File: config.mk
export PLATFORM = sky130hd
export DESIGN_NAME = fifo_uart_tx
export DESIGN_NICKNAME = d
export VERILOG_FILES = /design/src/rtl/uart_pkg.sv /design/src/rtl/uart_baud_cnt.sv /design/src/rtl/fifo_uart_tx.sv
export SDC_FILE = /design/constraint.sdc
export NUM_CORES = 1
export LEC_CHECK = 0
export BUFFER_PORTS_ARGS = -buffer_cell sky130_fd_sc_hd__buf_2
export CAP_MARGIN = 40
export CORE_AREA = 4 4 56 58
export DETAILED_ROUTE_END_ITERATION = 12
export DIE_AREA = 0 0 60 62
export PLACE_DENSITY = 0.8
export SYNTH_ARGS = -nofsm -noshare
export SYNTH_HDL_FRONTEND = slang
export SYNTH_SLANG_ARGS = --single-unit
File: constraint.sdc
create_clock -name clk -period 1.9 [get_ports clk]
set_input_delay 0.19 -clock clk [delete_from_list [all_inputs] [get_ports clk]]
set_output_delay 0.19 -clock clk [all_outputs]
set_load 0.01 [all_outputs]
File: src/rtl/uart_pkg.sv
// Shared types and default parameter values for the UART blocks.
// Both the FIFO-fed transmitter and the future receiver pull these in.
package uart_pkg;

    typedef enum logic [1:0] {IDLE, START, DATA, STOP} uart_tx_state_t;

    localparam int UART_CLK_DIV_DEFAULT   = 868;
    localparam int UART_DATA_BITS_DEFAULT = 8;

endpackage

File: src/rtl/uart_baud_cnt.sv
// Bit-period counter: counts 0..CLK_DIV-1 and flags the terminal count.
// The count clears by itself on the tick and whenever clr is high.
module uart_baud_cnt #(
    parameter int CLK_DIV = 868
) (
    input  logic clk,
    input  logic reset,
    input  logic clr,
    output logic tick
);

    localparam int               CNT_W = (CLK_DIV > 1) ? $clog2(CLK_DIV) : 1;
    localparam logic [CNT_W-1:0] TERM  = CNT_W'(CLK_DIV - 1);

    logic [CNT_W-1:0] cnt_reg;

    always_ff @(posedge clk or negedge reset) begin
        if (!reset) begin
            cnt_reg <= '0;
        end else if (clr || tick) begin
            cnt_reg <= '0;
        end else begin
            cnt_reg <= cnt_reg + 1'b1;
        end
    end

    assign tick = (cnt_reg == TERM);

endmodule

File: src/rtl/fifo_uart_tx.sv
// Pops words from a first-word-fall-through FIFO and sends each as a UART
// frame on tx, streaming frames back-to-back while data is available.
module fifo_uart_tx
    import uart_pkg::*;
#(
    parameter int DATA_BITS = UART_DATA_BITS_DEFAULT,
    parameter int CLK_DIV   = UART_CLK_DIV_DEFAULT,
    parameter int STOP_BITS = 1
) (
    input  logic                 clk,
    input  logic                 reset,
    input  logic                 tx_en,
    input  logic                 empty,
    input  logic [DATA_BITS-1:0] r_data,
    output logic                 rd,
    output logic                 tx,
    output logic                 busy
);

    localparam int               BIT_W    = $clog2(DATA_BITS);
    localparam logic [BIT_W-1:0] LAST_BIT = BIT_W'(DATA_BITS - 1);

    uart_tx_state_t       state_reg, state_next;
    logic [DATA_BITS-1:0] shift_reg, shift_next;
    logic [BIT_W-1:0]     bit_cnt_reg, bit_cnt_next;
    logic                 stop_cnt_reg, stop_cnt_next;
    logic                 tx_reg, tx_next;
    logic                 armed_reg;

    logic baud_tick;
    logic pop;
    logic last_bit;
    logic last_stop;
    logic frame_done;

    // Hold the counter at zero in IDLE so START always gets a full bit period.
    uart_baud_cnt #(
        .CLK_DIV (CLK_DIV)
    ) u_baud (
        .clk   (clk),
        .reset (reset),
        .clr   (state_reg == IDLE),
        .tick  (baud_tick)
    );

    // armed_reg keeps rd quiet between reset release and the first clock edge.
    assign pop        = armed_reg & tx_en & ~empty;
    assign last_bit   = (bit_cnt_reg == LAST_BIT);
    assign last_stop  = (STOP_BITS == 1) | stop_cnt_reg;
    assign frame_done = (state_reg == STOP) & baud_tick & last_stop;

    always_ff @(posedge clk or negedge reset) begin
        if (!reset) begin
            state_reg    <= IDLE;
            shift_reg    <= '0;
            bit_cnt_reg  <= '0;
            stop_cnt_reg <= 1'b0;
            tx_reg       <= 1'b1;
            armed_reg    <= 1'b0;
        end else begin
            state_reg    <= state_next;
            shift_reg    <= shift_next;
            bit_cnt_reg  <= bit_cnt_next;
            stop_cnt_reg <= stop_cnt_next;
            tx_reg       <= tx_next;
            armed_reg    <= 1'b1;
        end
    end

    always_comb begin
        state_next    = state_reg;
        shift_next    = shift_reg;
        bit_cnt_next  = bit_cnt_reg;
        stop_cnt_next = stop_cnt_reg;
        case (state_reg)
            IDLE: begin
                if (pop) begin
                    state_next = START;
                    shift_next = r_data;
                end
            end
            START: begin
                if (baud_tick) begin
                    state_next   = DATA;
                    bit_cnt_next = '0;
                end
            end
            DATA: begin
                if (baud_tick) begin
                    if (last_bit) begin
                        state_next    = STOP;
                        stop_cnt_next = 1'b0;
                    end else begin
                        shift_next   = shift_reg >> 1;
                        bit_cnt_next = bit_cnt_reg + 1'b1;
                    end
                end
            end
            STOP: begin
                if (baud_tick) begin
                    if (!last_stop) begin
                        stop_cnt_next = 1'b1;
                    end else if (pop) begin
                        state_next = START;
                        shift_next = r_data;
                    end else begin
                        state_next = IDLE;
                    end
                end
            end
            default: state_next = IDLE;
        endcase

        // tx is registered from the next state so the line changes on the
        // same edge as the state it represents.
        case (state_next)
            START:   tx_next = 1'b0;
            DATA:    tx_next = shift_next[0];
            default: tx_next = 1'b1;
        endcase
    end

    always_comb begin
        rd   = pop & ((state_reg == IDLE) | frame_done);
        busy = (state_reg != IDLE);
    end

    assign tx = tx_reg;

endmodule

==> key figures, run 1 <==
Setup path
  – Critical path buffers and inverters: 1
  – CP startpoint: state_reg[1]
  – Max incr delay on CP: around 0.40 ns
  – Crit path capture: rd
  – Largest fanout on the critical path: 4
  – CP Capture Type: output pin
  – Crit start category: flip-flop
  – Critical-path cell list: or2_2 -> nor2_2 -> o21bai_4 -> buf_2
  – CP Depth: 4
  – CP required: roughly 1.7 ns
  – Critical path's slowest cell: dfrtp_1
  – Worst R2R End: state_reg[0]
  – Crit path kind: flip-flop to output pin
  – Crit path max-delay family: simple AND/OR/NAND/NOR gates
  – Reg2reg setup slack: 0.18 ns
  – R2R cell count: 5
  – Critical path arrival: around 1.6 ns
  – Worst reg2reg path startpoint: u_baud.cnt_reg[0]

Drt
  – DR top layer: met4
  – Drc violations: 0
  – Met1 wire length: between 1000 and 1500 um
  – Via Count: approximately 1000
  – ANT nets after route: 0
  – Vias per cell: 5.82
  – Metal2 WL: 1130 um
  – Initial drt markers: 32
  – Met3 routed wirelength: 66 um
  – Final WL: 2400 um
  – Post-DR wirelength/cell: 13.7 um
  – 1st-pass router iterations: 4

Clock network
  – TritonCTS Buffers: 3
  – Clock sink total: 25
  – CTS tree: built
  – Max Root-Sink Buffers: 2
  – Clock-pin slew on the worst setup and hold paths: roughly 0.13 ns
  – Worst-skew pair later-pin latency: ~0.32 ns
  – H-tree depth: 1
  – Root Driver: clkbuf_4

Logic synthesis
  – Top post-synthesis cells by area: dfrtp_1, a221o_1, and3_1, nor2_1, xor2_1
  – Seq/Total Area, Yosys: a little under half
  – Mapped Avg Cell Area: 10.8 um^2
  – Syn nets: 137
  – Yosys warning count: 0
  – EDFF count, synth: 0
  – #FFs+latches synth: 25
  – Distinct cell type count after synthesis: 44
  – Post-synthesis cell area: between 1000 and 1500 um^2
  – Mapped Cells: 122
  – Top-area cell type share of the netlist area: 45.5%
  – Most common flop cell mapped by yosys: dfrtp_1
  – Async set-reset flop share out of synthesis: 100%
  – Post-synth top area cell: dfrtp_1

Die
  – Starting Density: 49.6%
  – Io pins: 15
  – Die Span X: around 60 um
  – DIE AREA: around 3700 um^2
  – Chip height: 62 um
  – Row Count: 19
  – Core area: roughly 2700 um^2

Global route
  – Antenna violations before repair: 0
  – Vias in the first global route: about 970
  – First-pass GRT wire length: 4190 um
  – Total global-route track usage: 14.8%
  – Largest net degree at the start of global routing: 26
  – Total gr overflow: 0

Timing
  – Final hold vios: 0
  – Final setup viols: 0
  – Slew HR: 63.9%
  – Fin crit period: 1.80 ns
  – Crit share post-route: 94.6%
  – Worst Skew: 0.00438 ns
  – Fmax: 556 MHz
  – Slew @ Worst Pin: 0.542 ns
  – Final Max Tran Viols: 0
  – Final setup margin: 0.102 ns
  – Total Negative Setup Slacks: 0 ns
  – Unrepaired setup endpoints after global routing: no

Min path
  – HP Class: input port to flip-flop

Layout
  – Max reg flops: 10
  – Area added between synthesis and finish: 14.1%
  – Nets: 160
  – Ratio of cells with drive above 1 in the final layout: 25.7%
  – Most frequent cells in the layout: dfrtp_1, buf_2, nor2_1
  – Layout Cells excl Fill: 175
  – Most common cell after layout, fill and taps aside: dfrtp_1
  – Diode count: 0
  – Post-Route Utilization: 56.6%

Power and ir drop
  – Peak supply drop: 0.571 mV
  – Pwr dens: 803 nW/um^2
  – P_leak: 0.729 nW
  – Total Power: 1.21 mW

Place
  – Placed insts: 167
  – Number of port buffers: 14
  – Dpl ws: -0.0216 ns
  – RePlAce Congestion: between 0.8 and 0.9
  – Post-DP HPWL: 1790 um

Outcome
  – Status: complete, no violations

Job
  – Max_cap viols: 0
-- through the flow --
stage | hold slack [ns] | area (um^2)
2_1_floorplan | -0.106 | 1320
3_3_place_gp | 0.202 | 1430
3_5_place_dp | 0.205 | 1430
4_1_cts | 0.0818 | 1480
5_1_grt | 0.0807 | 1510
6_report | 0.0897 | 1510
-- Yosys cell counts, types with 2 or more instances --
cell type	count
buf_6	3
a31oi_1	2
nor2_1	14
nand3_1	5
o2bb2ai_1	2
and3_1	10
clkbuf_1	2
xor2_1	6
a21oi_1	2
xnor2_1	2
inv_1	2
nand2_1	3
a221o_1	7
dfrtp_1	24
ha_1	3
nand4_1	2
nor3_1	2
a32oi_1	2
o21ai_0	4
-- layout make-up --
cell class	count	area, um^2
Multi-Input combinational cell	89	659
Timing Repair Buffer	24	148
Fill cell	230	1160
Clock buffer	4	26.3
Inverter	2	7.51
Sequential cell	25	627
Tap cell	31	38.8
-- what timing repair did --
item,CTS,global route
hold buffers,1,0
resized for setup,3,2
endpoints found under the setup margin,7,3
buffers inserted,0,3
endpoints found under the hold margin,24,0
pin swaps,0,1
-- per-layer routing --
layer | vias to the layer above | GRT usage, %
li1 | 500 | -
met1 | 497 | 20.2
met2 | 16 | 23.5
met3 | 5 | 2.48
met4 | 0 | 6.33
met5 | - | 0
-- how the worst min path moves through the flow --
stage / from / to / slack, ns / depth (start not counted)
2_1_floorplan: reset / armed_reg / -0.11 / 0
3_3_place_gp: reset / u_baud.cnt_reg[5] / 0.20 / 1
3_5_place_dp: reset / u_baud.cnt_reg[4] / 0.21 / 1
4_1_cts: r_data[7] / shift_reg[7] / 0.08 / 2
5_1_grt: r_data[6] / shift_reg[6] / 0.08 / 2
6_report: r_data[7] / shift_reg[7] / 0.09 / 2
-- cell families after synthesis --
kind of cell / share of synthesized area, %
XOR/XNOR: 5.31
AND/OR/NAND/NOR: 21.1
flip-flops: 47.5
multiplexers: 0.758
adder cells (fa/ha/maj): 2.84
other: 0.284
buffers and inverters: 4.08
AO/OA/AOI/OAI: 18.1
-- worst reg2reg max path: stages, from the launching register on --
cell,delay [ns]
dfrtp_1,0.43
ha_1,0.22
and4bb_4,0.21
and3_4,0.23
a31o_2,0.25
a221o_1,0.28
-- power by group --
group / switching (mW) / internal (mW)
Clock: 0.150 / 0.0823
Combinational: 0.140 / 0.145
Sequential: 0.0676 / 0.625
Total: 0.358 / 0.853
No activity file was read; power rests on OpenSTA's default activity.
==> run 2: changes to the inputs <==
--- a/config.mk
+++ b/config.mk
@@ -10,6 +10,7 @@
 export CORE_AREA = 4 4 56 58
 export DETAILED_ROUTE_END_ITERATION = 12
 export DIE_AREA = 0 0 60 62
+export MAX_ROUTING_LAYER = met4
 export PLACE_DENSITY = 0.8
 export SYNTH_ARGS = -nofsm -noshare
 export SYNTH_HDL_FRONTEND = slang
==> run 2 against run 1 <==
  * Combinational power hardly changed
  * Largest power group unchanged
  * Critical path depth stayed put
  * Largest cell class unchanged
  * Clock-buffer cell count is the same
==> key figures, run 2 (synthesized netlist as in run 1, its figures left out) <==
Timing
  – Final hold vios: 0
  – Crit share post-route: 94.5%
  – Final Max Tran Viols: 0
  – Slew @ Worst Pin: roughly 0.54 ns
  – Slew HR: 63.8%
  – Fin crit period: 1.80 ns
  – Fmax: ~560 MHz
  – Worst Skew: between 0.002 and 0.003 ns
  – Final setup viols: 0
  – Final setup margin: between 0.1 and 0.15 ns
  – Unrepaired setup endpoints after global routing: no

Setup path
  – Largest fanout on the critical path: 4
  – Critical path buffers and inverters: 1
  – Worst R2R End: state_reg[0]
  – Max incr delay on CP: 0.40 ns
  – Critical path's slowest cell: dfrtp_1
  – CP Depth: 4
  – Crit path kind: flip-flop to output pin
  – Worst reg2reg path startpoint: u_baud.cnt_reg[0]
  – Crit start category: flip-flop
  – CP required: approximately 1.7 ns
  – Crit path max-delay family: simple AND/OR/NAND/NOR gates
  – R2R cell count: 5
  – Critical path arrival: 1.61 ns
  – CP Capture Type: output pin
  – Reg2reg setup slack: 0.18 ns
  – Critical-path cell list: or2_2 -> nor2_2 -> o21bai_4 -> buf_2

Min path
  – End of the worst hold path: shift_reg[7]
  – Hold Path Cell Cnt: 2
  – HP Class: input port to flip-flop
  – Hold Crit Start: r_data[7]

Job
  – Max_cap viols: 0

Die
  – Chip height: 62 um
  – Core area: 2660 um^2
  – Die Span X: 60 um
  – Starting Density: 49.6%
  – DIE AREA: 3720 um^2
  – Row Count: 19
  – Io pins: 15

Power and ir drop
  – Switching Power: 0.358 mW
  – Share of power burned in registers: 57.3%
  – Int Pwr: 0.852 mW
  – Total Power: 1.21 mW
  – Combinational power share: between 20% and 30%
  – P_leak: approximately 0.73 nW
  – Switching share of power: 29.6%
  – Peak supply drop: 0.571 mV
  – Clk network pwr share: 19.2%
  – Pwr dens: approximately 800 nW/um^2

Outcome
  – Status: complete, no violations

Layout
  – Ratio of cells with drive above 1 in the final layout: 25.7%
  – Diode count: 0
  – Most frequent cells in the layout: dfrtp_1, buf_2, nor2_1
  – Nets: 160
  – Most common cell after layout, fill and taps aside: dfrtp_1
  – Max reg flops: 10
  – Post-Route Utilization: between 50% and 60%
  – Layout fillers: 230
  – Area added between synthesis and finish: 14.1%

Drt
  – Initial drt markers: 36
  – 1st-pass router iterations: 4
  – Final WL: 2410 um
  – Drc violations: 0
  – ANT nets after route: 0
  – Post-DR wirelength/cell: 13.8 um
  – Vias per cell: 5.85
  – Via Count: between 1000 and 1500

Clock network
  – Clock sink total: 25
  – Root Driver: clkbuf_4
  – Max Root-Sink Buffers: 2
  – Worst-skew pair later-pin latency: 0.32 ns
  – Clock-pin slew on the worst setup and hold paths: 0.13 ns
  – TritonCTS Buffers: 3
  – CTS tree: built
  – H-tree depth: 1

Global route
  – First-pass GRT wire length: 4190 um
  – Largest net degree at the start of global routing: 26
  – Total gr overflow: 0
  – Total global-route track usage: 15.3%
  – Antenna violations before repair: 0
  – Vias in the first global route: ~970

Place
  – Number of port buffers: 14
  – Dpl ws: -0.0216 ns
  – RePlAce Congestion: 0.828
  – Post-DP HPWL: 1790 um
[run 2: routing by layer]
| metal | part of all wire, % | global-route usage, % |
|---|---|---|
| met5 | 0 | - |
| met4 | 1.9 | 6.33 |
| met3 | 2.5 | 2.48 |
| met2 | 47 | 23.5 |
| met1 | 48 | 20.2 |
[run 2: repair_timing]
| item | CTS | global route |
|---|---|---|
| hold endpoints to repair | 24 | 0 |
| pin swaps | 0 | 1 |
| resized for setup | 3 | 2 |
| buffers inserted | 0 | 3 |
| setup endpoints to repair | 7 | 3 |
| hold buffers | 1 | 0 |
[run 2: through the flow]
stage          cells  hold WS (ns)  setup TNS (ns)  instance area (um^2)
4_1_cts          172        0.0818               0                  1480
2_1_floorplan    122        -0.106               0                  1320
3_3_place_gp     167         0.202               0                  1430
5_1_grt          175        0.0807               0                  1510
6_report         175        0.0911               0                  1510
3_5_place_dp     167         0.205         -0.0770                  1430
[run 2: power groups by stage]
stage,sequential (mW),combinational (mW),clock [mW]
2_1_floorplan,0.688,0.200,0
3_3_place_gp,0.698,0.271,0
3_5_place_dp,0.702,0.280,0
4_1_cts,0.693,0.284,0.244
5_1_grt,0.705,0.326,0.261
6_report,0.693,0.285,0.232
[run 2: worst max path at each step]
| stage | start | endpoint |
|---|---|---|
| 6_report | state_reg[1] | rd |
| 5_1_grt | state_reg[1] | rd |
| 2_1_floorplan | u_baud.cnt_reg[0] | shift_reg[5] |
| 4_1_cts | u_baud.cnt_reg[0] | rd |
| 3_5_place_dp | u_baud.cnt_reg[0] | shift_reg[2] |
| 3_3_place_gp | u_baud.cnt_reg[0] | shift_reg[1] |
[run 2: layout make-up]
type	count	area (um^2)	share of cell area [%]
clock buffers	4	26.3	1.74
inverters	2	7.51	0.498
multi-input cells	89	659	43.8
flip-flops and latches	25	627	41.6
well taps	31	38.8	2.57
repair buffers	24	148	9.80
